[src/rtl/reg_writeback.sv]
// rtl/reg_writeback.sv - register-file writeback arbiter with an ALU bypass and a load-result queue
module reg_writeback #(
  parameter int DEPTH = 4
) (
  input  logic        clock,
  input  logic        nreset,
  input  logic        alu_valid,
  input  logic [3:0]  alu_loc,
  input  logic [31:0] alu_data,
  input  logic        mem_valid,
  output logic        mem_ready,
  input  logic [3:0]  mem_loc,
  input  logic [31:0] mem_data,
  output logic        do_write,
  output logic [3:0]  write_loc,
  output logic [31:0] write_data,
  output logic [15:0] busy_mask
);

  localparam int PTR_W = (DEPTH > 1) ? $clog2(DEPTH) : 1;
  localparam int CNT_W = $clog2(DEPTH + 1);

  // Queue storage; a slot whose live bit is clear is either free or a killed
  // entry waiting to reach the head.
  logic [3:0]       q_loc  [DEPTH];
  logic [31:0]      q_data [DEPTH];
  logic [DEPTH-1:0] q_live;

  logic [PTR_W-1:0] head;
  logic [PTR_W-1:0] tail;
  logic [CNT_W-1:0] count;

  logic alu_sel;
  logic mem_fire;
  logic push;
  logic pop;
  logic pop_live;

  // Source selection: the ALU always wins, writes to x0 are architectural no-ops,
  // and a load racing a same-cycle ALU write to the same register is the older
  // value so it is dropped rather than queued.
  always_comb begin
    alu_sel   = alu_valid && (alu_loc != 4'd0);
    mem_ready = nreset && (count < CNT_W'(DEPTH));
    mem_fire  = mem_valid && mem_ready;
    push      = mem_fire && (mem_loc != 4'd0) && !(alu_sel && (mem_loc == alu_loc));
    pop       = !alu_sel && (count != '0);
    pop_live  = pop && q_live[head];
  end

  // Pending-load scoreboard seen by the issue stage.
  always_comb begin
    busy_mask = '0;
    for (int i = 0; i < DEPTH; i++) begin
      if (q_live[i]) begin
        busy_mask[q_loc[i]] = 1'b1;
      end
    end
  end

  // Queue pointers, occupancy and live bits, including the ALU kill of older entries.
  always_ff @(posedge clock) begin
    if (!nreset) begin
      head   <= '0;
      tail   <= '0;
      count  <= '0;
      q_live <= '0;
    end else begin
      if (alu_sel) begin
        for (int i = 0; i < DEPTH; i++) begin
          if (q_loc[i] == alu_loc) begin
            q_live[i] <= 1'b0;
          end
        end
      end
      if (pop) begin
        q_live[head] <= 1'b0;
        head         <= head + PTR_W'(1);
      end
      if (push) begin
        q_live[tail] <= 1'b1;
        tail         <= tail + PTR_W'(1);
      end
      case ({push, pop})
        2'b10:   count <= count + CNT_W'(1);
        2'b01:   count <= count - CNT_W'(1);
        default: count <= count;
      endcase
    end
  end

  // Payload slots need no reset; the live bit qualifies them.
  always_ff @(posedge clock) begin
    if (push) begin
      q_loc[tail]  <= mem_loc;
      q_data[tail] <= mem_data;
    end
  end

  // Registered write port: ALU result, else a live queue head, else idle with loc/data held.
  always_ff @(posedge clock) begin
    if (!nreset) begin
      do_write   <= 1'b0;
      write_loc  <= 4'd0;
      write_data <= 32'd0;
    end else if (alu_sel) begin
      do_write   <= 1'b1;
      write_loc  <= alu_loc;
      write_data <= alu_data;
    end else if (pop_live) begin
      do_write   <= 1'b1;
      write_loc  <= q_loc[head];
      write_data <= q_data[head];
    end else begin
      do_write   <= 1'b0;
    end
  end

endmodule

[config.mk]
export PLATFORM = sky130hd
export DESIGN_NAME = reg_writeback
export DESIGN_NICKNAME = d
export VERILOG_FILES = /design/src/rtl/reg_writeback.sv
export SDC_FILE = /design/constraint.sdc
export NUM_CORES = 1
export LEC_CHECK = 0
export ABC_AREA = 1
export BUFFER_PORTS_ARGS = -buffer_cell sky130_fd_sc_hd__buf_2
export CAP_MARGIN = 40
export CORE_MARGIN = 10
export CORE_UTILIZATION = 62
export CTS_CLUSTER_SIZE = 24
export DETAILED_ROUTE_END_ITERATION = 7
export GPL_TIMING_DRIVEN = 0
export PLACE_DENSITY = 0.93
export SYNTH_ARGS = -nofsm -noshare
export SYNTH_HDL_FRONTEND = slang
export SYNTH_SLANG_ARGS = --single-unit
[constraint.sdc]
create_clock -name clock -period 4.2 [get_ports clock]
set_input_delay 0.21 -clock clock [delete_from_list [all_inputs] [get_ports clock]]
set_output_delay 0.21 -clock clock [all_outputs]
set_load 0.02 [all_outputs]
==> results.toml <==
[synthesis]
yosys-top-cells-count = "225 x nand2_1, 190 x nor2_1, 144 x edfxtp_1, 61 x nor2_2"
async_reset_ff_share_pct = 0
ys_warn_count = 0
synthTopCellsByArea = "edfxtp_1 48%, dfxtp_1 11%, nand2_1 9.3%"
synth_area_um2 = 9072
yosysTopAreaCellShare_pct = 47.66
synth_edf_count = 144
synth.ff_latch_count = 194
ys.flop_type = "edfxtp_1"
syn_avg_cell_area_um2 = 9.305
synth_top_cell_by_area = "edfxtp_1"
ys_seq_area_share_pct = 58.70
syn_inst = 975
yosysMostFrequentCell = "nand2_1"
synthDistinctLibCells = 31
syn_nets = 1061

[routing]
finalWirelength_um = 28140
first_pass_iters = 6
avgViaCountPerCell = 6.021
via_count = 8140
initialDrtViolationCount = 1295
drtAntennaViolNets = 0
drc = 0
wl_per_cell_um = 20.81

[setup_path]
crit_fanout = 6
critPathKind = "flip-flop to flip-flop"
r2r_cells = 11
crit_arrival_ps = 2510
start_kind = "flip-flop"
cp_data_required_time_ps = 4540
r2r_slack_ps = 2020
endpoint_kind = "flip-flop"
cp-endpoint = "count[2]"
rr_startpoint = "count[2]"
crit_start = "count[2]"
worstReg2RegEnd = "count[2]"

[pwr]
leakage_uw = 0.004581
max-vdd-ir-drop_mv = 0.3653
p_per_area_nw_per_um2 = 528.4
power_uw = 5755

[run]
cap_viol_max_count = 0

[placed_design]
post-dp-hpwl_um = 17900
placed_cells = 1288
place_congestion = 0.9709
pre_cts_ws_ps = 1914
port_buffers = 125

[cts]
clock_latency_ps = 450
cts_buffer_depth = 2
cts_tree = "built"
clock-sinks = 194
htree_num_levels = 4
root_buffer = "clkbuf_16"
clk_pin_slew_worst_paths_ps = 70
cts_buffers = 17
postCtsSetupBuffers = 0
ctsResizeCount = 0

[die]
coreArea_um2 = 14420
die_y_um = 141.0
die_w_um = 141.0
fp-row-count = 44
start_util_pct = 62.90
die_area_um2 = 19870
pin_count = 130

[grt]
grt_pass1_wl_um = 43330
gr-total-overflow = 0
grt_pass1_vias = 8181
grt_antenna_before_repair = 0
grt_max_degree = 27
grt_use_total_pct = 27.58

[timing]
fmax_ghz = 0.4592
holdWs_ps = 34.96
rsz0062_at_grt = "false"
maxSlewViolCount = 0
hold_viol_final = 0
relSlewSlack_pct = 55.41
setup_slack_ps = 2022
setup_viol = 0
fin_crit_ps = 2178
tightest_slew_ps = 668.8
setup_tns_ps = 0
post-route-period-util_pct = 51.85
clock_skew_ps = 9.140

[layout]
diodes = 0
area_growth_syn_to_layout_pct = 20.05
nNetsFinal = 1241
drive_gt1_share_pct = 22.95
instances_no_fill = 1352

[run_status]
outcome = "finished clean"

[hold_path]
min_path_type = "primary input to flip-flop"
[repair_timing]
action	CTS	global route
endpoints found under the setup margin	0	0
hold buffers	32	0
endpoints found under the hold margin	127	0
[cell families after synthesis]
group	share of synthesized area [%]
buffers and inverters	5.723
adders and majority gates	1.462
xor gates and xnor gates	0.9653
AOI/OAI and AO/OA	9.750
and+or+nand+nor	23.40
DFF	58.70
[sequential cells by signal, indices dropped and copies added (netlist names), named ones only]
signal	count
q_data	128
write_data	32
q_loc	16
q_live	4
write_loc	4
count	3
head	2
tail	2
do_write	1
[worst min-delay path by stage]
| stage | from | end | cells past startpoint |
|---|---|---|---|
| global route | mem_loc[3] | q_loc[2][3] | 1 |
| detailed placement | mem_data[4] | q_data[3][4] | 1 |
| global placement | mem_data[28] | q_data[1][28] | 1 |
| floorplan | mem_data[0] | q_data[0][0] | 0 |
| finish | mem_loc[3] | q_loc[2][3] | 1 |
| CTS | mem_loc[3] | q_loc[2][3] | 1 |
[cell type report]
class                           instances  area, um^2
Timing Repair Buffer                  161        1026
Buffer                                 46       331.6
Clock inverter                         12       106.4
Multi-Input combinational cell        687        3228
Sequential cell                       194        5325
Clock buffer                           20       456.7
Inverter                               48       187.7
Fill cell                             870        3532
Tap cell                              184       230.2
[stage by stage]
step / cell area [um^2] / util [%]
4_1_cts: 10890 / 75.51
3_3_place_gp: 9928 / 68.83
2_1_floorplan: 9072 / -
3_5_place_dp: 10010 / 69.39
5_1_grt: 10890 / 75.51
6_report: 10890 / 75.51
[placed cells by master, fill, tap and decap left out]
cell type	n
a31oi_4	1
a31oi_1	5
o211ai_1	2
a21oi_1	24
xor2_1	10
inv_6	2
bufinv_16	1
clkinv_2	4
buf_2	138
nand3_1	25
clkbuf_16	17
inv_2	7
a22oi_1	3
clkinv_4	1
edfxtp_1	144
o2111ai_1	1
clkbuf_1	14
nor2_1	190
dfxtp_1	50
nand2_1	225
fa_1	1
inv_1	39
clkinv_1	1
clkinvlp_4	4
o21ai_1	56
nor2_2	61
nand2_8	1
buf_4	9
buf_12	7
nand4_1	1
ha_1	9
dlygate4sd3_1	32
inv_8	1
nand2_2	2
o221ai_1	12
clkbuf_8	2
buf_6	8
nand3_2	2
o21ai_0	56
[metal layers]
layer  up-vias  GRT usage (%)  wire length [um]
met3       140          7.860              3056
met5         -              0                 0
met4         0          17.12              1536
met2       657          44.68             13470
met1      3747          31.66             10070
li1       3596              -                 -
[worst max-delay path, stage by stage, from the launching register on]
cell and delay, ps:
dfxtp_1 380, inv_1 60, nand3_1 230, nand2_1 190
inv_1 90, ha_1 130, inv_1 70, fa_1 400
a21oi_1 190, o21ai_0 130, xor2_1 150, nor2_1 50
[report_power, final]
part           internal (uW)  total (uW)  switching [uW]
Sequential              2230        2320            95.7
Combinational            598        1870            1270
Clock                    848        1570             718
(Power assumes the default switching activity.)
